$ cat config.mk
export PLATFORM = sky130hd
export DESIGN_NAME = mem_access_ctrl
export DESIGN_NICKNAME = d
export VERILOG_FILES = /design/src/rtl/mem_ctrl_pkg.sv /design/src/rtl/mem_arbiter.sv /design/src/rtl/mem_access_ctrl.sv
export SDC_FILE = /design/constraint.sdc
export NUM_CORES = 1
export LEC_CHECK = 0
export ABC_AREA = 1
export CORE_MARGIN = 2
export CORE_UTILIZATION = 40
export CTS_CLUSTER_DIAMETER = 150
export DETAILED_ROUTE_END_ITERATION = 7
export GPL_ROUTABILITY_DRIVEN = 0
export PLACE_DENSITY = 0.79
export SLEW_MARGIN = 30
export SYNTH_ARGS = -nofsm -noshare
export SYNTH_HDL_FRONTEND = slang
export SYNTH_HIERARCHICAL = 1
export SYNTH_SLANG_ARGS = --single-unit
$ cat constraint.sdc
create_clock -name CLK -period 2.95 [get_ports CLK]
set_input_delay 0.4425 -clock CLK [delete_from_list [all_inputs] [get_ports CLK]]
set_output_delay 0.4425 -clock CLK [all_outputs]
set_load 0.02 [all_outputs]
$ cat src/rtl/mem_ctrl_pkg.sv
// Shared definitions for the LC-3 MAR/MDR memory access sequencer.
package mem_ctrl_pkg;

    localparam int unsigned DEF_TIMEOUT_CYCLES = 255;
    localparam int unsigned DEF_MAX_DATA_RUN   = 4;
    localparam int unsigned WAIT_W             = 8;

    typedef enum logic [2:0] {
        ST_IDLE = 3'd0,
        ST_MAR  = 3'd1,
        ST_MDRW = 3'd2,
        ST_ACC  = 3'd3,
        ST_MDRR = 3'd4,
        ST_DONE = 3'd5
    } state_t;

    typedef enum logic {
        OWN_F = 1'b0,
        OWN_D = 1'b1
    } owner_t;

endpackage

$ cat src/rtl/mem_arbiter.sv
// Fetch/data requester selection: data has priority, fetch is guaranteed a
// grant after MAX_DATA_RUN consecutive data grants made while it waited.
module mem_arbiter
    import mem_ctrl_pkg::*;
#(
    parameter int unsigned MAX_DATA_RUN = DEF_MAX_DATA_RUN
) (
    input  logic   clk,
    input  logic   reset,
    input  logic   f_req,
    input  logic   d_req,
    input  logic   grant,
    output owner_t owner
);

    localparam int unsigned RUN_W = (MAX_DATA_RUN < 1) ? 1 : $clog2(MAX_DATA_RUN + 1);

    logic [RUN_W-1:0] run_cnt;
    logic             f_turn;

    always_comb begin
        f_turn = f_req && (run_cnt == RUN_W'(MAX_DATA_RUN));
        owner  = (d_req && !f_turn) ? OWN_D : OWN_F;
    end

    // Only D grants with F waiting extend the run; anything else restarts it.
    always_ff @(posedge clk) begin
        if (reset) begin
            run_cnt <= '0;
        end else if (grant) begin
            if (owner == OWN_F || !f_req) begin
                run_cnt <= '0;
            end else begin
                run_cnt <= run_cnt + 1'b1;
            end
        end
    end

endmodule

$ cat src/rtl/mem_access_ctrl.sv
// LC-3 MAR/MDR access sequencer: grants one requester at a time, strobes MAR
// and MDR, runs the MEM_EN/MEM_R handshake with timeout and returns results.
module mem_access_ctrl
    import mem_ctrl_pkg::*;
#(
    parameter int unsigned TIMEOUT_CYCLES = DEF_TIMEOUT_CYCLES,
    parameter int unsigned MAX_DATA_RUN   = DEF_MAX_DATA_RUN
) (
    input  logic        CLK,
    input  logic        RESET,
    input  logic        F_REQ,
    input  logic [15:0] F_ADDR,
    output logic        F_DONE,
    input  logic        D_REQ,
    input  logic        D_WE,
    input  logic [15:0] D_ADDR,
    input  logic [15:0] D_WDATA,
    output logic        D_DONE,
    output logic [15:0] RDATA,
    output logic        ERR,
    output logic        LD_MAR,
    output logic [15:0] MAR_D,
    output logic        LD_MDR,
    output logic [15:0] MDR_D,
    output logic        MEM_EN,
    output logic        MEM_WE,
    input  logic        MEM_R,
    input  logic [15:0] MEM_RDATA
);

    state_t            state, state_nx;
    owner_t            owner_q, grant_owner;
    logic              we_q, err_q;
    logic [15:0]       addr_q, wdata_q, rdata_q;
    logic [WAIT_W-1:0] wait_cnt;
    logic              grant, wait_last;

    assign grant     = (state == ST_IDLE) && (F_REQ || D_REQ);
    assign wait_last = (wait_cnt == WAIT_W'(TIMEOUT_CYCLES - 1));

    mem_arbiter #(
        .MAX_DATA_RUN(MAX_DATA_RUN)
    ) u_arbiter (
        .clk   (CLK),
        .reset (RESET),
        .f_req (F_REQ),
        .d_req (D_REQ),
        .grant (grant),
        .owner (grant_owner)
    );

    always_ff @(posedge CLK) begin
        if (RESET) begin
            state <= ST_IDLE;
        end else begin
            state <= state_nx;
        end
    end

    always_comb begin
        state_nx = state;
        F_DONE   = 1'b0;
        D_DONE   = 1'b0;
        RDATA    = '0;
        ERR      = 1'b0;
        LD_MAR   = 1'b0;
        MAR_D    = '0;
        LD_MDR   = 1'b0;
        MDR_D    = '0;
        MEM_EN   = 1'b0;
        MEM_WE   = 1'b0;
        case (state)
            ST_IDLE: begin
                if (F_REQ || D_REQ) state_nx = ST_MAR;
            end
            ST_MAR: begin
                LD_MAR   = 1'b1;
                MAR_D    = addr_q;
                state_nx = we_q ? ST_MDRW : ST_ACC;
            end
            ST_MDRW: begin
                LD_MDR   = 1'b1;
                MDR_D    = wdata_q;
                state_nx = ST_ACC;
            end
            ST_ACC: begin
                MEM_EN = 1'b1;
                MEM_WE = we_q;
                // Ready in the last allowed cycle still completes normally.
                if (MEM_R) begin
                    state_nx = we_q ? ST_DONE : ST_MDRR;
                end else if (wait_last) begin
                    state_nx = ST_DONE;
                end
            end
            ST_MDRR: begin
                LD_MDR   = 1'b1;
                MDR_D    = rdata_q;
                state_nx = ST_DONE;
            end
            ST_DONE: begin
                F_DONE   = (owner_q == OWN_F);
                D_DONE   = (owner_q == OWN_D);
                RDATA    = (!we_q && !err_q) ? rdata_q : '0;
                ERR      = err_q;
                state_nx = ST_IDLE;
            end
            default: state_nx = ST_IDLE;
        endcase
    end

    always_ff @(posedge CLK) begin
        if (RESET) begin
            owner_q  <= OWN_F;
            we_q     <= 1'b0;
            err_q    <= 1'b0;
            addr_q   <= '0;
            wdata_q  <= '0;
            rdata_q  <= '0;
            wait_cnt <= '0;
        end else begin
            case (state)
                ST_IDLE: begin
                    if (grant) begin
                        owner_q  <= grant_owner;
                        we_q     <= (grant_owner == OWN_D) && D_WE;
                        addr_q   <= (grant_owner == OWN_D) ? D_ADDR : F_ADDR;
                        wdata_q  <= (grant_owner == OWN_D) ? D_WDATA : '0;
                        rdata_q  <= '0;
                        err_q    <= 1'b0;
                        wait_cnt <= '0;
                    end
                end
                ST_ACC: begin
                    if (MEM_R) begin
                        if (!we_q) rdata_q <= MEM_RDATA;
                        wait_cnt <= '0;
                    end else if (wait_last) begin
                        err_q    <= 1'b1;
                        wait_cnt <= '0;
                    end else begin
                        wait_cnt <= wait_cnt + 1'b1;
                    end
                end
                default: ;
            endcase
        end
    end

endmodule

Word-level counts from Yosys, hierarchy flattened
Cells that the tools add are included.
{ "totals": {"out_inout_bits": 55, "input_bits": 70, "ff_bits": 65, "wordCells": 79} }
{ "classes": {"n_addsub": 2, "bitwise_logic": 2, "n_eq_ne": 14, "n_reduce_logical": 19, "muxes": 33} }
{ "ops": {"columns": ["operator", "n"], "rows": [
  ["$mux 16", 8],
  ["$pmux 16 s2", 2],
  ["$mux 8", 3],
  ["$pmux 8 s2", 1],
  ["$pmux 3 s5", 1],
  ["$mux 1", 13],
  ["$mux 3", 4],
  ["$ne 2x2->1 const B", 5],
  ["$eq 3x3->1 const B", 3],
  ["$add 8x1->8 const B", 1],
  ["$eq 8x8->1 const B", 1],
  ["$reduce_and 4->1", 2],
  ["$eq 3x2->1 const B", 2],
  ["$reduce_and 2->1", 3],
  ["$logic_and 1x1->1", 5],
  ["$logic_not 1->1", 4],
  ["$add 3x1->3 const B", 1],
  ["$eq 3x1->1 const B", 1],
  ["$logic_not 3->1", 1],
  ["$ne 3x3->1 const B", 1],
  ["$logic_or 1x1->1", 2],
  ["$ne 2x1->1 const B", 1],
  ["$not 1->1", 2],
  ["$pmux 1 s2", 1],
  ["2 further kinds", 2]
]} }

Longest topological paths before layout
Gate-level depths: netlist of the first run.
{ "depth": {"word_depth": 8, "mapped_depth": 11, "ltp_nobuf": 9} }

By module
Netlist of the first run, hierarchy kept.
{ "modules_own_cells": {"columns": ["module", "n_inst", "seq_area_each_um2", "area_each_um2", "cells_per_inst"], "rows": [
  ["mem_access_ctrl", 1, 1241.2, 3044.2, 459],
  ["mem_arbiter", 1, 60.1, 171.4, 23]
]} }

Worst setup path before layout of the first run
No wires, ideal clock.
{ "synth_path": {"path_type": "flip-flop to output port", "from": "register state[0]", "to": "output RDATA[10]", "arrival_time_ns": 1.424, "path_slack_ns": 1.083, "stages_incl_launch_ff": 4, "path_buffers": 1, "required_time_ns": 2.508, "cell_sequence": "dfxtp_1 -> nand3_1 -> clkbuf_1 -> nor3_1"} }
{ "synth_between": {"elab_chain_cells": 2} }
{ "synth_rtl": {"columns": ["item", "line", "text"], "rows": [
  ["start, declared", "mem_access_ctrl.sv:31", "state_t state, state_nx;"],
  ["start signal, assigned", "mem_access_ctrl.sv:56", "state <= state_nx;"],
  ["$eq 3x3->1", "mem_access_ctrl.sv:72", "case (state)"],
  ["$mux 16", "mem_access_ctrl.sv:72", null],
  ["end, declared", "mem_access_ctrl.sv:19", "output logic [15:0] RDATA,"]
]} }
No other way between the ends.

Worst setup path in the final report of the first run
{ "layout_path": {"from": "register state[2]", "to": "output MDR_D[2]"} }
{ "layout_between": {"elab_chain_cells": 2, "elab_cells_between_ends": 3, "classes_between": "2 x eq/ne; 1 x mux"} }
{ "layout_rtl": {"columns": ["item", "line", "text"], "rows": [
  ["$eq 3x3->1 or $eq 3x2->1 (tied branches)", "mem_access_ctrl.sv:72", null],
  ["$pmux 16 s2 (*)", "mem_access_ctrl.sv:72", null],
  ["end, declared", "mem_access_ctrl.sv:24", "output logic [15:0] MDR_D,"]
]} }
Every way passes the cells marked *; elsewhere a longest branch is shown, timed or not.

==> impl_metrics.json, run 1 <==
{
  "status": "complete, no violations",
  "ant_nets": 0,
  "grt_antenna_before_repair": 0,
  "worst_skew_pair.late_latency_ns": 0.33,
  "clk_transition_reported_paths_ns": 0.07,
  "maxCapViolations": 0,
  "synth_top_cell_area_share_pct": 40.5,
  "achievable_frequency_mhz": 356,
  "post_synthesis_sequential_element_count": 65,
  "hpwlAfterDp_um": 6920,
  "final-hold-violation-count": 0,
  "syn-instance-count": 482,
  "timing.final.max_slew_violations": 0,
  "critPathLaunchType": "register",
  "htree_levels": 3,
  "layout.cells.most_common_list": "134 x nand2_1, 124 x clkdlybuf4s50_1, 76 x inv_1",
  "crit_path_end_kind": "output port",
  "synth.cell_area_um2": 3220,
  "buffers_added_on_ports": 124,
  "number_of_buffers_created_by_cts": 9,
  "core_area_um2": 7770,
  "dominantRegCellSynth": "dfxtp_1",
  "cts_hold_buf": 0,
  "first_global_vias": 3210,
  "crit_path_arrival_time_ns": 2.36,
  "initial_core_util_pct": 41.4,
  "leakagePower_nw": 1.73,
  "timing.slew.headroom_pct": 53.0,
  "cts_sinks": 65,
  "clock-skew-final_ns": 0.00416,
  "synth.area.top_cells": "dfxtp_1 40%, nand2_1 16%, inv_1 8.9%",
  "final.setup.tns_ns": 0,
  "startpoint": "state[2]$_SDFFE_PP0P_",
  "fin_nets": 675,
  "die_w_um": 93.7,
  "drc_errors": 0,
  "post_cts.resized_instances": 0,
  "fill_cells": 708,
  "finalNonFillerCells": 705,
  "synth_fp_nets": 556,
  "grt_first_pass_wirelength_um": 15000,
  "grt_util_overall_pct": 21.5,
  "grt_setup_unrepaired": "false",
  "number_of_antenna_diodes": 0,
  "distinct_cells_synth": 29,
  "synth-seq-area-share_pct": 40.5,
  "boundaryPins": 125,
  "tritoncts": "yes",
  "avgSynthCellArea_um2": 6.67,
  "ratio_of_final_minimum_period_to_clock_period_pct": 95.1,
  "worst_hold_path_type": "register to register",
  "worst_ep_required_ns": 2.51,
  "grt_start_max_net_pins": 42,
  "row_count": 32,
  "placed_cells": 692,
  "number_of_synthesized_flops_with_an_enable_pin": 0,
  "detail_route.first_pass.iterations": 6,
  "count_of_vias_placed_by_the_detailed_router": 3469,
  "floorplan.die_area_um2": 8770,
  "postSynth.asyncResetShare_pct": 0,
  "syn2layout_area_growth_pct": 46.1,
  "cts.repair_timing.setup_buffer_count": 0,
  "critical_path.reg2reg.startpoint": "u_arbiter/run_cnt[0]$_SDFFE_PP0P_",
  "detail_route.wl_per_cell_um": 13.1,
  "grt.overflow.total": 0,
  "layout.cells.most_common": "nand2_1",
  "min-delay-start": "rdata_q[2]$_SDFFE_PP0P_",
  "route.final.wire_length_um": 9260,
  "yosys_warnings": 6,
  "irDropWorstVdd_uv": 255,
  "tightestPinTransition_ns": 0.702,
  "path_max_fanout": 18,
  "drive_gt1_share_pct": 5.47,
  "vertical_die_dimension_um": 93.7,
  "detailedRoute.firstIterationViolations": 202,
  "criticalPathCategory": "register to output port",
  "cts_root_buf": "clkbuf_8",
  "synth.largest_area_cell": "dfxtp_1",
  "route.detailed.vias_per_inst": 4.92,
  "power.density_nw_per_um2": 479,
  "report.final.setup_viol": 0,
  "cts_buffer_depth": 2,
  "fin_crit_ns": 2.81
}
cell families (layout without fill, tap and decap cells):
family,after synthesis,in the layout,synth area share (%)
adders and majority gates,4,4,1.56
AOI/OAI and AO/OA,97,97,16.6
xor gates and xnor gates,2,2,0.545
buffers and inverters,103,224,13.0
DFF,65,65,40.5
and+or+nand+nor,211,211,27.9
synth_stat cells, types with 3 or more instances:
cell / number
a21oi_1: 42
a31oi_1: 18
buf_2: 5
buf_4: 4
clkbuf_1: 11
dfxtp_1: 65
ha_1: 4
inv_1: 76
inv_2: 3
nand2_1: 134
nand2_2: 4
nand3_1: 12
nand4_1: 6
nor2_1: 33
nor2_4: 3
nor3_1: 16
o21ai_0: 17
o22ai_1: 16
stage by stage:
step / hold slack (ns) / utilization, % / setup slack [ns] / instance area, um^2 / total power, mW
global route: 0.483 / 60.5 / 0.0109 / 4700 / 2.38
detailed placement: 0.456 / 58.2 / 0.504 / 4520 / 1.54
finish: 0.464 / 60.5 / 0.145 / 4700 / 2.25
floorplan: 0.439 / - / 1.08 / 3220 / 1.33
CTS: 0.466 / 60.5 / 0.132 / 4700 / 2.26
global placement: 0.449 / 58.2 / 0.629 / 4520 / 1.53
path summary, 6_finish.rpt:
kind,endpoint,slack (ns),cells past startpoint
setup / recovery,MDR_D[2],0.14,4
hold / removal,rdata_q[2]$_SDFFE_PP0P_,0.46,2
setup reg to reg,we_q$_SDFFE_PP0P_,1.18,10
hold reg to reg,rdata_q[2]$_SDFFE_PP0P_,0.46,2
metal layers:
layer	vias to the layer above	part of all wire (%)	global-route usage [%]
met5	-	0	0
met4	0	0.80	5.68
met3	8	7.1	6.58
met2	104	48	35.3
met1	1587	44	27.7
li1	1770	-	-
worst max-delay path, stage by stage (launching register included):
cell and delay, ns:
dfxtp_1 0.35, inv_2 0.15, nand3_1 0.53, o22ai_1 0.34
clkdlybuf4s50_1 0.66
final cells by class:
cell class / instances / area [um^2] / share of cell area [%]
clock buffers: 10 / 138 / 2.93
clock inverters: 3 / 43.8 / 0.932
inverters: 81 / 305 / 6.50
multi-input cells: 314 / 1500 / 31.9
flip-flops and latches: 65 / 1300 / 27.7
well taps: 102 / 128 / 2.72
repair buffers: 130 / 1290 / 27.4
report_power, final:
| group | leakage (nW) | switching, mW | internal, mW | total (mW) |
|---|---|---|---|---|
| Sequential | 0.530 | 0.0434 | 0.948 | 0.991 |
| Clock | 0.0941 | 0.323 | 0.399 | 0.722 |
| Combinational | 1.11 | 0.310 | 0.226 | 0.536 |
flip-flops by register name (all words and copies together), names as in the netlist:
name and count:
state 3, we_q 1, addr_q 16, wdata_q 16, rdata_q 16, err_q 1, u_arbiter/run_cnt 3, owner_q 1
wait_cnt 8
Power figures use the tool's default switching activity.
==> run 2: changes to the inputs <==
--- a/config.mk
+++ b/config.mk
@@ -7,11 +7,11 @@
 export LEC_CHECK = 0
 export ABC_AREA = 1
 export CORE_MARGIN = 2
-export CORE_UTILIZATION = 40
+export CORE_UTILIZATION = 47
 export CTS_CLUSTER_DIAMETER = 150
 export DETAILED_ROUTE_END_ITERATION = 7
 export GPL_ROUTABILITY_DRIVEN = 0
-export PLACE_DENSITY = 0.79
+export PLACE_DENSITY = 0.9
 export SLEW_MARGIN = 30
 export SYNTH_ARGS = -nofsm -noshare
 export SYNTH_HDL_FRONTEND = slang
==> impl_metrics.json, run 2 (same netlist as run 1, synthesis figures left out) <==
{
  "status": "complete, no violations",
  "htree_levels": 3,
  "route.detailed.vias_per_inst": 5.23,
  "worst_ep_required_ns": 2.51,
  "vertical_die_dimension_um": 86.7,
  "drive_gt1_share_pct": 5.46,
  "core_area_um2": 6720,
  "ant_nets": 0,
  "boundaryPins": 125,
  "critPathLaunchType": "register",
  "criticalPathCategory": "register to output port",
  "worst_hold_path_type": "register to register",
  "first_global_vias": 3253,
  "detail_route.wl_per_cell_um": 13.8,
  "clk_transition_reported_paths_ns": 0.06,
  "grt_antenna_before_repair": 0,
  "timing.critical_path.slowest_stage_cell": "clkdlybuf4s50_1",
  "report.final.setup_viol": 0,
  "achievable_frequency_mhz": 356,
  "cts_sinks": 65,
  "cts_buffer_depth": 2,
  "die_w_um": 86.7,
  "number_of_antenna_diodes": 0,
  "grt_first_pass_wirelength_um": 14900,
  "floorplan.die_area_um2": 7520,
  "drc_errors": 0,
  "power.density_nw_per_um2": 469,
  "grt.overflow.total": 0,
  "initial_core_util_pct": 47.9,
  "utilization_pct": 69.2,
  "worst_skew_pair.late_latency_ns": 0.34,
  "tightestPinTransition_ns": 0.676,
  "count_of_vias_placed_by_the_detailed_router": 3575,
  "cts_root_buf": "clkbuf_8",
  "timing.critical_path.cells": "nor2_4, nand2_1, o22ai_1, clkdlybuf4s50_1",
  "tritoncts": "yes",
  "layout.cells.most_common": "nand2_1",
  "leakagePower_nw": 1.72,
  "final.setup.tns_ns": 0,
  "cts_hold_buf": 0,
  "buffers_added_on_ports": 124,
  "grt_start_max_net_pins": 38,
  "fill_cells": 555,
  "fin_nets": 674,
  "detailedRoute.firstIterationViolations": 231,
  "clock-skew-final_ns": 0.00524,
  "row_count": 30,
  "fin_crit_ns": 2.81,
  "final-hold-violation-count": 0,
  "layout.cells.most_common_list": "134 x nand2_1, 124 x clkdlybuf4s50_1, 76 x inv_1",
  "ratio_of_final_minimum_period_to_clock_period_pct": 95.2,
  "hpwlAfterDp_um": 6940,
  "cts.repair_timing.setup_buffer_count": 0,
  "slowest_delay_ns": 0.66,
  "detail_route.first_pass.iterations": 5,
  "number_of_buffers_created_by_cts": 9,
  "biggestRegsByFlops": "addr_q (16), rdata_q (16), wdata_q (16)",
  "route.final.wire_length_um": 9470,
  "crit_path_arrival_time_ns": 2.37,
  "irDropWorstVdd_uv": 265,
  "path_max_fanout": 18,
  "post_cts.resized_instances": 0,
  "grt_setup_unrepaired": "false",
  "maxCapViolations": 0,
  "crit_path_end_kind": "output port",
  "r2r_slack_ns": 1.14,
  "timing.slew.headroom_pct": 54.8,
  "timing.final.max_slew_violations": 0,
  "grt_util_overall_pct": 25.1,
  "syn2layout_area_growth_pct": 44.6
}
## run 2: changes by cell type in the layout (fill, tap and decap cells not counted)
cell        previous run  this run
clkinvlp_4             0         1
nand3_1               12        11
clkinv_4               1         0
buf_4                  6         5
clkbuf_1               0         2
clkinv_2               2         3
nand3_2                1         2
bufinv_16              1         0
## run 2: worst paths after layout
check                                                  startpoint                  endpoint  cells past startpoint
worst max-delay path                        state[0]$_SDFFE_PP0P_                  MDR_D[4]                      4
worst min-delay path                     wdata_q[14]$_SDFFE_PP0P_  wdata_q[14]$_SDFFE_PP0P_                      2
worst max register to register  u_arbiter/run_cnt[0]$_SDFFE_PP0P_   wdata_q[9]$_SDFFE_PP0P_                     10
worst min register to register           wdata_q[14]$_SDFFE_PP0P_  wdata_q[14]$_SDFFE_PP0P_                      2
## run 2: through the flow
stage | power [mW] | cell area, um^2 | std cells | hold WS, ns | setup WS (ns)
after floorplan | 1.33 | 3220 | 482 | 0.439 | 1.08
after global placement | 1.52 | 4480 | 669 | 0.449 | 0.509
after detailed placement | 1.54 | 4480 | 669 | 0.456 | 0.433
after CTS | 2.19 | 4650 | 684 | 0.468 | 0.0677
after global routing | 2.28 | 4650 | 684 | 0.482 | 0.0466
final | 2.18 | 4650 | 684 | 0.464 | 0.141
## run 2: cell type report
class / instances / area (um^2) / area share, %
Timing Repair Buffer: 129 / 1280 / 27.5
Clock buffer: 12 / 145 / 3.12
Inverter: 81 / 305 / 6.56
Tap cell: 80 / 100 / 2.15
Sequential cell: 65 / 1300 / 28.0
Multi-Input combinational cell: 314 / 1500 / 32.3
Clock inverter: 3 / 17.5 / 0.377
## run 2: worst max-delay path: cells and delay by family (launching register included)
kind                   cells  cell delay (ns)
DFF                        1             0.39
buffers and inverters      1             0.66
AOI/OAI and AO/OA          1             0.39
and+or+nand+nor            2             0.60
## run 2: routing by layer
| layer | global-route usage [%] | share of wire (%) |
|---|---|---|
| met1 | 31.4 | 42 |
| met2 | 41.1 | 47 |
| met3 | 6.57 | 8.1 |
| met4 | 10.4 | 2.3 |
| met5 | 0 | 0 |
## run 2: power by group
part	internal, mW	switching (mW)
logic	0.224	0.311
registers	0.948	0.0460
clock network	0.321	0.331
